$ cat config.mk
export PLATFORM = sky130hd
export DESIGN_NAME = control_unit
export DESIGN_NICKNAME = d
export VERILOG_FILES = /design/src/rtl/control_unit.sv
export SDC_FILE = /design/constraint.sdc
export NUM_CORES = 1
export LEC_CHECK = 0
export BUFFER_PORTS_ARGS = -buffer_cell sky130_fd_sc_hd__buf_4
export CAP_MARGIN = 30
export CORE_AREA = 4 4 41 43
export CTS_BUF_LIST = sky130_fd_sc_hd__clkbuf_2
export DETAILED_ROUTE_END_ITERATION = 8
export DIE_AREA = 0 0 45 47
export PLACE_DENSITY_LB_ADDON = 0.12
export REMOVE_ABC_BUFFERS = 1
export SLEW_MARGIN = 20
export SYNTH_ARGS = -nofsm -noshare
export SYNTH_HDL_FRONTEND = slang
export SYNTH_SLANG_ARGS = --single-unit
$ cat constraint.sdc
create_clock -name clk -period 2.9 [get_ports clk]
set_clock_uncertainty 0.05 [all_clocks]
set_input_delay 0.145 -clock clk [delete_from_list [all_inputs] [get_ports clk]]
set_output_delay 0.145 -clock clk [all_outputs]
set_load 0.01 [all_outputs]
$ cat src/rtl/control_unit.sv
// rtl/control_unit.sv - bit-scan run controller for the y/s datapath
//
// Purpose:
//   Sequences one run of ITERS bit-scan iterations over an external
//   datapath holding an 8-bit accumulator y and a 3-bit index s.
//   Each run has these phases:
//     LOAD : y <= x, s <= 0
//     TEST : conditionally update y from b = y[s] and y_inc
//     STEP : s <= s + 1 (3-bit wrap)
//   TEST and STEP alternate ITERS times. A one-cycle DONE follows.
//
// Ports:
//   clk            rising-edge system clock
//   rst            asynchronous active-low reset
//   start          run request, honoured only while idle
//   b              datapath status: current bit y[s]
//   y_inc          datapath status: s+1 == 3
//   y_select_next  y source: 0 hold, 1 y+1, 2 y+s (3 reserved, never driven)
//   s_step         step amount added to s
//   y_en, s_en     datapath register write enables
//   y_store_x      y loads x
//   s_add          s adds s_step
//   s_zero         s base forced to zero
//   busy           high in LOAD, TEST and STEP
//   done           one-cycle end-of-run pulse

module control_unit #(
  parameter int ITERS = 8
) (
  input  logic       clk,
  input  logic       rst,
  input  logic       start,
  input  logic       b,
  input  logic       y_inc,
  output logic [1:0] y_select_next,
  output logic [1:0] s_step,
  output logic       y_en,
  output logic       s_en,
  output logic       y_store_x,
  output logic       s_add,
  output logic       s_zero,
  output logic       busy,
  output logic       done
);

  typedef enum logic [2:0] {
    ST_IDLE = 3'd0,
    ST_LOAD = 3'd1,
    ST_TEST = 3'd2,
    ST_STEP = 3'd3,
    ST_DONE = 3'd4
  } state_t;

  localparam logic [3:0] ITERS_C = 4'(ITERS);

  localparam logic [1:0] SEL_HOLD = 2'd0;
  localparam logic [1:0] SEL_INC  = 2'd1;
  localparam logic [1:0] SEL_ADDS = 2'd2;

  state_t     state_q, state_d;
  logic [3:0] iter_q,  iter_d;
  logic       busy_q,  busy_d;
  logic       done_q,  done_d;

  // Next-state and iteration counter.
  always_comb begin
    state_d = state_q;
    iter_d  = iter_q;
    case (state_q)
      ST_IDLE: begin
        if (start) begin
          state_d = ST_LOAD;
        end
      end
      ST_LOAD: begin
        iter_d  = 4'd0;
        state_d = ST_TEST;
      end
      ST_TEST: begin
        state_d = ST_STEP;
      end
      ST_STEP: begin
        iter_d = iter_q + 4'd1;
        // Compare the incremented value so the ITERS-th STEP exits straight to DONE.
        if (iter_d == ITERS_C) begin
          state_d = ST_DONE;
        end else begin
          state_d = ST_TEST;
        end
      end
      ST_DONE: begin
        state_d = ST_IDLE;
      end
      default: begin
        state_d = ST_IDLE;
      end
    endcase
  end

  // busy/done are registered from the next state, so each one lines up
  // with the state it describes without any combinational decode.
  always_comb begin
    busy_d = (state_d == ST_LOAD) || (state_d == ST_TEST) || (state_d == ST_STEP);
    done_d = (state_d == ST_DONE);
  end

  always_ff @(posedge clk or negedge rst) begin
    if (!rst) begin
      state_q <= ST_IDLE;
      iter_q  <= 4'd0;
      busy_q  <= 1'b0;
      done_q  <= 1'b0;
    end else begin
      state_q <= state_d;
      iter_q  <= iter_d;
      busy_q  <= busy_d;
      done_q  <= done_d;
    end
  end

  assign busy = busy_q;
  assign done = done_q;

  // Datapath controls are decoded from the current state. TEST must be
  // Mealy: b and y_inc only reflect y[s] once the datapath has settled
  // in that cycle. Because state_q resets asynchronously, every control
  // also returns to its default as soon as rst falls.
  always_comb begin
    y_select_next = SEL_HOLD;
    s_step        = 2'd0;
    y_en          = 1'b0;
    s_en          = 1'b0;
    y_store_x     = 1'b0;
    s_add         = 1'b0;
    s_zero        = 1'b0;
    case (state_q)
      ST_LOAD: begin
        y_store_x = 1'b1;
        y_en      = 1'b1;
        s_zero    = 1'b1;
        s_add     = 1'b1;
        s_step    = 2'd0;
        s_en      = 1'b1;
      end
      ST_TEST: begin
        // The set bit takes priority over the s+1 == 3 increment.
        if (b) begin
          y_en          = 1'b1;
          y_select_next = SEL_ADDS;
        end else if (y_inc) begin
          y_en          = 1'b1;
          y_select_next = SEL_INC;
        end
      end
      ST_STEP: begin
        s_en   = 1'b1;
        s_add  = 1'b1;
        s_zero = 1'b0;
        s_step = 2'd1;
      end
      default: begin
      end
    endcase
  end

endmodule

# Yosys cells after proc, flatten, opt, wreduce, memory -nomap -nowiden
# Cells that the tools add are included.
# totals
ff_bits,9
input_bits,5
wordCells,31
# op_classes
addsub,1
eq_ne,8
muxes,13
reduce_logical,5
# ops
cell,n
$eq A3 B2 Y1 const B,4
$pmux W3 S4,1
$pmux W4 S2,1
$eq A3 B1 Y1 const B,2
$mux W1,6
$mux W3,2
$add A4 B1 Y4 const B,1
$eq A4 B4 Y1 const B,1
$mux W2,2
$eq A3 B3 Y1 const B,1
$logic_not A3 Y1,1
$logic_or A1 B1 Y1,2
$pmux W1 S2,1
$reduce_bool A2 Y1,1
$reduce_or A2 Y1,1

# Logic depth before layout (Yosys ltp)
# depth
depth_word,7
depth_mapped,5

# Worst setup path before layout
# OpenSTA, ideal clock, no wires.
# synth_timing
path_type,register -> output
start,reg state_q[2]
end,out y_store_x
arrival_ps,1046
required_time_ps,2705
slack_ps,1659
path_stages_with_launch,5
path_buffers,2
path_cell_list,dfrtp_1 -> nand2b_1 -> buf_6 -> nor2_1 -> buf_4
# synth_via
elab_chain_cells,2
# synth_lines
element,line,source
from (decl),60,"state_t state_q, state_d;"
from (signal assigned),114,state_q <= state_d;
$eq A3 B1 Y1,-,
$mux W1,-,
to (decl),39,"output logic y_store_x,"
# Every way passes these cells.

# Final worst setup path
# layout_timing
start,reg state_q[1]
end,out y_en
# layout_via
elab_chain_cells,2
elab_cells_between_ends,3
# layout_lines
element,line,source
$eq A3 B2 Y1 / $eq A3 B1 Y1 (equally long branches),136,case (state_q)
$pmux W1 S2 *,136,
to (decl),37,"output logic y_en,"
# Mark *: on every way between the ends. The rest lies on a longest branch, timed or not.

==> flow_metrics.tcl <==
set metrics [dict create \
    drc 0 \
    port_buffers 14 \
    period_minus_slack_ps 1599 \
    finalMaxSlewViolations 0 \
    track_usage_pct 10.26 \
    cts-buffers-inserted 3 \
    synth_area_leader_cell "dfrtp_1" \
    status "complete, no violations" \
    tns_ps 0 \
    vias 403 \
    synth_async_sr_flop_share_pct 100.0 \
    max_freq_mhz 625.2 \
    criticalPathCategory "reg2out" \
    cp.required_ps 2710 \
    routabilityCongestion 0.6541 \
    clk_latency_ps 240 \
    antennaDiodeCount 0 \
    fin_crit_sh_pct 55.15 \
    ir_drop_v 0.0005818 \
    die_y_um 47 \
    clk_pin_slew_worst_paths_ps 80 \
    rsz0062_at_grt "no" \
    root_buffer "clkbuf_2" \
    leakagePower_nw 0.3163 \
    critPathMaxFanout 14 \
    cp.arrival_ps 1400 \
    viasPerCell 4.855 \
    cp_top_family "flip-flops" \
    rows 13 \
    synth.distinct_cells 24 \
    drive_gt1_share_pct 30.88 \
    ios 16 \
    final_util_pct 48.08 \
    synth_top_cell_area_share_pct 43.58 \
    drv_cap 0 \
    grt_pass1_wl_um 1559 \
    cts.path.max_buffers 2 \
    grt_max_degree 15 \
    syn2layout_area_growth_pct 21.07 \
    avgRoutedWirePerCell_um 11.61 \
    cts_sinks 9 \
    ys_ff_latch 9 \
    ys.flop_type "dfrtp_1" \
    drt_wl_total_um 964 \
    grt_antenna_before_repair 0 \
    crit_path_end_kind "primary output" \
    nets 76 \
    synth_warnings 0 \
    crit_buf_inv 1 \
    overflow 0 \
    dpl.cell_count 78 \
    synth_area_um2 516.7 \
    placed_area_um2 595.6 \
    grt_pass1_vias 358 \
    cts_setup_buffers 0 \
    core_um2 1301 \
    cts_tree "yes" \
    die_width_um 45 \
    synth_edf_count 0 \
    final_cells 83 \
    ctsResizeCount 0 \
    hp-class "in2reg" \
    synth_area_leaders "dfrtp_1, nand2_1, and3_1" \
    slowest_stage "dfrtp_1" \
    first_iter_violations 13 \
    h-tree-depth 1 \
    start_kind "register" \
    initial_utilization_pct 39.71 \
    ant_nets 0 \
    die-area_um2 2115 \
    cpPeakStageDelay_ps 550 \
    synth.avg_cell_area_um2 9.569 \
    synth.top_cells.by_count "dfrtp_1, nand2_1, nor2_1, and3_1" \
    dp_hpwl_um 729.7 \
    setup-violations-final 0 \
    final_hold_viol_count 0 \
    crit_chain "o21ai_0 -> mux2_2 -> nor2_1 -> buf_4" \
    yosysMostFrequentCell "dfrtp_1" \
    nFillCells 139 \
    drt_pass1_iterations 4 \
    design_area_um2 625.6 \
    whs_ps 74.24 \
    power_density_nw_per_um2 1020 \
    postSynthCellCount 54 \
    seq_area_frac_synth_pct 43.58 \
]
==> flip-flops by register name, summed over array words and instances (netlist names) <==
name / flops
iter_q: 4
busy: 1
done: 1
state_q: 3
==> final timing paths <==
path	startpoint	cells after the start	slack, ps	end
min reg2reg	iter_q[2]	1	500	iter_q[2]
max	state_q[1]	4	1300	y_en
max reg2reg	state_q[2]	4	1540	iter_q[3]
min	start	2	70	state_q[0]
min in group asynchronous	rst	2	210	iter_q[3]
max in group asynchronous	rst	2	2460	state_q[0]
==> cell families (layout without fill, tap and decap cells) <==
| group | count (synthesis) | after routing | synth area share, % |
|---|---|---|---|
| simple gates | 23 | 23 | 22.52 |
| compound gates | 10 | 10 | 12.83 |
| flops | 9 | 9 | 43.58 |
| buf+inv | 6 | 20 | 9.442 |
| fa+ha+maj | 2 | 2 | 4.842 |
| mux | 2 | 2 | 4.358 |
| other cells | 1 | 1 | 0.7257 |
| xor+xnor | 1 | 1 | 1.695 |
==> stage by stage <==
step | worst slack [ps] | power (mW)
floorplan | 1688 | 0.4291
global placement | 1555 | 0.5631
detailed placement | 1553 | 0.5645
CTS | 1254 | 0.6487
global route | 1125 | 0.6977
finish | 1301 | 0.6380
==> report_power, final <==
part / leakage, nW / internal [mW] / switching (mW)
clock network: 0.0166 / 0.0367 / 0.0411
registers: 0.105 / 0.174 / 0.0622
logic: 0.195 / 0.164 / 0.160
total: 0.316 / 0.375 / 0.263
==> worst reg2reg max path, delay by kind of cell (launching register included) <==
| kind | cells | cell delay, ps |
|---|---|---|
| AO/OA/AOI/OAI | 2 | 340 |
| flip-flops | 1 | 460 |
| AND/OR/NAND/NOR | 2 | 410 |
==> per-layer routing <==
layer	global-route usage [%]	share of wire, %	up-vias
met5	0	0	-
met4	5.263	0	0
met3	3.831	9.5	0
met2	13.28	41	16
met1	14.62	50	176
li1	-	-	211
==> cells in the final DEF, fill, tap and decap left out, types with 2 or more instances in the layout <==
cell type  instances
nor2_1             6
and3_1             4
o21ai_0            3
ha_1               2
buf_4             14
clkbuf_2           4
dfrtp_1            9
mux2_2             2
a211oi_1           2
nand2_1            7
==> cell type report <==
type | instances | area (um^2) | share of cell area, %
timing repair buffer | 15 | 115.1 | 18.40
multi-input combinational | 39 | 242.7 | 38.80
clock buffer | 4 | 20.02 | 3.200
tap | 15 | 18.77 | 3.000
sequential | 9 | 225.2 | 36.00
inverter | 1 | 3.754 | 0.6000
==> what timing repair did <==
action,in CTS,in global routing
setup endpoints to repair,0,0
hold buffers,1,0
hold endpoints to repair,9,0
Power figures use the tool's default switching activity.
